File: src/rtl/rd_stream_fwft.sv
`default_nettype none
// ============================================================================
// Module   : rd_stream_fwft
// Purpose  : Read-domain consumer of the async FIFO. Owns the binary/Gray
//            read pointer, fetches from the RAM's registered read port and
//            presents a first-word-fall-through valid/ready stream through a
//            2-entry output buffer. Reports fill level and almost-empty.
// Revision : 1.0 - initial release
// ============================================================================
module rd_stream_fwft #(
  parameter int DSIZE         = 8,
  parameter int ADDRSIZE      = 4,
  parameter int AEMPTY_THRESH = 2
) (
  input  logic                rclk,
  input  logic                rrst_n,
  input  logic [ADDRSIZE:0]   rq2_wptr,
  input  logic [DSIZE-1:0]    rdata_mem,
  output logic                ren,
  output logic [ADDRSIZE-1:0] raddr,
  output logic [ADDRSIZE:0]   rptr,
  output logic                m_valid,
  output logic [DSIZE-1:0]    m_data,
  input  logic                m_ready,
  output logic [ADDRSIZE:0]   rlevel,
  output logic                raempty
);

  localparam int PW = ADDRSIZE + 1;
  localparam logic [PW-1:0] AE_LIMIT = PW'(AEMPTY_THRESH);

  logic [PW-1:0]    rbin;
  logic [PW-1:0]    rbin_inc;
  logic [PW-1:0]    wbin_s;
  logic [PW-1:0]    avail;
  logic             inflight;
  logic [1:0]       bcnt;
  logic [1:0]       bcnt_next;
  logic [1:0]       push_slot;
  logic [2:0]       occ_next;
  logic             pop;
  logic [DSIZE-1:0] buf0;
  logic [DSIZE-1:0] buf1;

  // Gray-to-binary conversion of the synchronized write pointer
  always_comb begin
    wbin_s = '0;
    for (int i = 0; i < PW; i++) begin
      wbin_s[i] = ^(rq2_wptr >> i);
    end
  end

  // Issue control, occupancy bookkeeping and status flags
  always_comb begin
    avail     = wbin_s - rbin;
    rbin_inc  = rbin + PW'(1);
    pop       = m_valid & m_ready;
    // occ_next is exactly the buffer count after this edge; a fetch is only
    // issued while that leaves room for the word it brings back.
    occ_next  = {1'b0, bcnt} + {2'b00, inflight} - {2'b00, pop};
    bcnt_next = occ_next[1:0];
    push_slot = bcnt - {1'b0, pop};
    ren       = (avail != '0) && (occ_next < 3'd2);
    rlevel    = avail + PW'(inflight) + PW'(bcnt);
    raempty   = (rlevel <= AE_LIMIT);
  end

  assign raddr   = rbin[ADDRSIZE-1:0];
  assign m_valid = (bcnt != 2'd0);
  assign m_data  = buf0;

  // Read pointer (binary and Gray) advance together; inflight marks a pending RAM word
  always_ff @(posedge rclk or negedge rrst_n) begin
    if (!rrst_n) begin
      rbin     <= '0;
      rptr     <= '0;
      inflight <= 1'b0;
    end else begin
      inflight <= ren;
      if (ren) begin
        rbin <= rbin_inc;
        rptr <= (rbin_inc >> 1) ^ rbin_inc;
      end
    end
  end

  // Two-entry output buffer: pop shifts the tail forward, the RAM word lands behind what remains
  always_ff @(posedge rclk or negedge rrst_n) begin
    if (!rrst_n) begin
      buf0 <= '0;
      buf1 <= '0;
      bcnt <= 2'd0;
    end else begin
      if (pop) begin
        buf0 <= buf1;
      end
      if (inflight) begin
        if (push_slot == 2'd0) begin
          buf0 <= rdata_mem;
        end else begin
          buf1 <= rdata_mem;
        end
      end
      bcnt <= bcnt_next;
    end
  end

endmodule
`default_nettype wire

File: config.mk
export PLATFORM = sky130hd
export DESIGN_NAME = rd_stream_fwft
export DESIGN_NICKNAME = d
export VERILOG_FILES = /design/src/rtl/rd_stream_fwft.sv
export SDC_FILE = /design/constraint.sdc
export NUM_CORES = 1
export LEC_CHECK = 0
export ABC_AREA = 1
export BUFFER_PORTS_ARGS = -buffer_cell sky130_fd_sc_hd__buf_2
export CAP_MARGIN = 20
export CORE_MARGIN = 2
export CORE_UTILIZATION = 53
export DETAILED_ROUTE_END_ITERATION = 8
export PLACE_DENSITY = 0.85
export SYNTH_ARGS = -nofsm -noshare
export SYNTH_HDL_FRONTEND = slang
export SYNTH_SLANG_ARGS = --single-unit
File: constraint.sdc
create_clock -name rclk -period 3.75 [get_ports rclk]
set_input_delay 0.375 -clock rclk [delete_from_list [all_inputs] [get_ports rclk]]
set_output_delay 0.375 -clock rclk [all_outputs]
set_load 0.05 [all_outputs]
==> results.py <==
metrics = {
    "status": {
        "outcome": "complete, no violations",
    },
    "logic_synthesis": {
        "synth_area_leaders": "dfrtp_1 (40%), nand2_1 (13%), ha_1 (6.5%)",
        "yosysTopAreaCell": "dfrtp_1",
        "yosysTopAreaCellShare_pct": 40.4,
        "syn_inst": 209,
        "synth_cell_types": 25,
        "ys_ff_latch": 28,
        "syn_area_um2": 1740,
        "synth_area_per_cell_um2": 8.30,
        "ys_warn_count": 0,
        "synth_nets": 238,
        "yosysSeqAreaShare_pct": 40.4,
    },
    "routing": {
        "first_pass_iters": 6,
        "drc": 0,
        "via_per_inst": 4.89,
        "ant_nets": 0,
        "vias": 1456,
        "wire_per_inst_um": 10.5,
        "drt-initial-drc-count": 29,
        "wirelength_um": 3130,
    },
    "placement": {
        "place.detailed.hpwl_um": 2430,
        "routabilityCongestion": 0.768,
        "numPortBuffers": 40,
    },
    "sta": {
        "period_share_pct": 92.2,
        "finalClockSkew_ns": 0.00432,
        "tightest_slew_ns": 0.600,
        "relSlewSlack_pct": 60.0,
        "rsz0062_at_grt": "false",
        "slew_viol_final": 0,
        "setup_violations": 0,
        "min_period_ns": 3.46,
        "max_freq_mhz": 289,
        "final_hold_viol_count": 0,
        "final.setup.tns_ns": 0,
    },
    "clock_network": {
        "cts_resized": 0,
        "cts_max_level": 1,
        "post_cts_buffers": 0,
        "cts_buffer_depth": 2,
        "cts_tree": "yes",
        "cts.hold.buffers_added": 0,
        "cts_buffers": 3,
        "cts.sinks": 28,
        "worstSkewPairLatency_ns": 0.32,
        "cts-root-buf": "clkbuf_4",
        "cts.clk_slew.worst_paths_ns": 0.13,
    },
    "setup_path": {
        "rr_startpoint": "bcnt[1]",
        "crit_path_max_fanout": 10,
        "reg2regPathDepth": 14,
        "critical_path.top_delay_family": "adder cells",
        "crit_buf_inv": 7,
        "slowest_stage": "fa_1",
        "critPathArrivalTime_ns": 3.08,
        "critical_path.cell_chain": "inv_1 -> nand2_1 -> nand2_2 -> clkinv_1 -> ha_1 -> inv_1 -> ha_1 -> inv_1 -> fa_1 -> inv_1 -> nor2_2 -> nand2_4 -> inv_1 -> buf_2",
        "path_class": "reg2out",
        "max_stage_delay_ns": 0.51,
        "worstPathRequired_ns": 3.38,
        "critPathLaunchType": "register",
        "crit_top_cell": "inv_1",
        "r2r_end": "rbin[2]",
        "endpoint_kind": "primary output",
        "ff2ff_setup_slack_ns": 1.03,
    },
    "floorplanning": {
        "start_util_pct": 56.4,
        "fp-row-count": 20,
        "io_pins": 41,
        "die_height_um": 61.2,
        "dieArea_um2": 3750,
        "die_width_um": 61.2,
        "core_um2": 3080,
    },
    "global_routing": {
        "grt_pass1_wl_um": 5560,
        "grt_max_degree": 29,
        "grt_pass1_vias": 1335,
        "track_usage_pct": 19.9,
        "grt_overflow_total": 0,
        "antenna_found_initial": 0,
    },
    "cells_and_area": {
        "fin_nets": 285,
        "drive_gt1_share_pct": 25.2,
        "antenna_cells": 0,
        "area_growth_syn_to_layout_pct": 17.3,
    },
    "hold_path": {
        "hold_path.class": "in2async",
    },
    "job": {
        "maxCapViolCount": 0,
    },
}
==> through the flow <==
step           hold slack (ns)  instance area, um2  setup WS, ns  util (%)  instances
2_1_floorplan           0.0794                1740         0.113         -        209
3_3_place_gp             0.419                2010         0.471      65.4        295
3_5_place_dp             0.418                2010         0.387      65.4        295
4_1_cts                 0.0557                2040         0.256      66.1        298
5_1_grt                 0.0836                2040        0.0577      66.1        298
6_report                0.0394                2040         0.294      66.1        298
==> how the worst max path moves through the flow <==
stage,from,end,cells past startpoint
2_1_floorplan,rq2_wptr[4],raempty,10
3_3_place_gp,rq2_wptr[4],raempty,12
3_5_place_dp,rq2_wptr[4],raempty,12
4_1_cts,bcnt[1],ren,14
5_1_grt,bcnt[1],ren,14
6_report,bcnt[1],ren,14
==> cell families after synthesis <==
family	Yosys count	share of synthesized area, %
fa+ha+maj	13	11.1
mux	5	3.24
flops	28	40.4
simple gates	98	24.7
xor+xnor	12	6.49
compound gates	20	6.78
buf+inv	33	7.28
==> Yosys cell counts <==
| cell type | n |
|---|---|
| nand2_1 | 59 |
| inv_1 | 29 |
| dfrtp_1 | 28 |
| nand3_1 | 17 |
| nor2_1 | 14 |
| ha_1 | 9 |
| xor2_1 | 9 |
| o21ai_0 | 8 |
| a31oi_1 | 5 |
| mux2_2 | 5 |
| fa_1 | 4 |
| nand2_2 | 3 |
| o22ai_1 | 3 |
| a21oi_1 | 2 |
| a21oi_2 | 2 |
| buf_2 | 2 |
| xnor2_1 | 2 |
| clkinv_1 | 1 |
| inv_2 | 1 |
| nand2_4 | 1 |
| nand3_2 | 1 |
| nand3_4 | 1 |
| nand4_1 | 1 |
| nor2_2 | 1 |
| xor2_2 | 1 |
==> final cells by class <==
cell class / count / area, um2
Clock buffer: 3 / 22.5
Fill cell: 268 / 1040
Inverter: 31 / 116
Multi-Input combinational cell: 148 / 911
Sequential cell: 28 / 701
Tap cell: 44 / 55.1
Timing Repair Buffer: 44 / 230
==> metal layers <==
layer / vias to the layer above / part of all wire (%) / track usage [%]
li1: 751 / - / -
met5: - / 0 / 0
met2: 31 / 47 / 31.2
met4: 0 / 1.6 / 7.45
met3: 4 / 3.5 / 2.73
met1: 670 / 48 / 28.3
==> sequential cells by signal, summed over array words and instances (netlist names) <==
signal / flops
buf1: 8
m_data: 8
rptr: 5
rbin: 4
bcnt: 2
inflight: 1
==> layout by cell type, fill, tap and decap left out, drive strengths merged, types with 4 or more instances in the layout <==
master,instances
xor2,10
buf,44
nand2,63
fa,4
ha,9
inv,30
a31oi,5
nand3,19
o21ai,8
nor2,15
dfrtp,28
a21oi,4
mux2,5
Power is left out: the tool's default activity adds up to more than one toggle a clock period on the data nets, which glitch-free logic cannot reach.
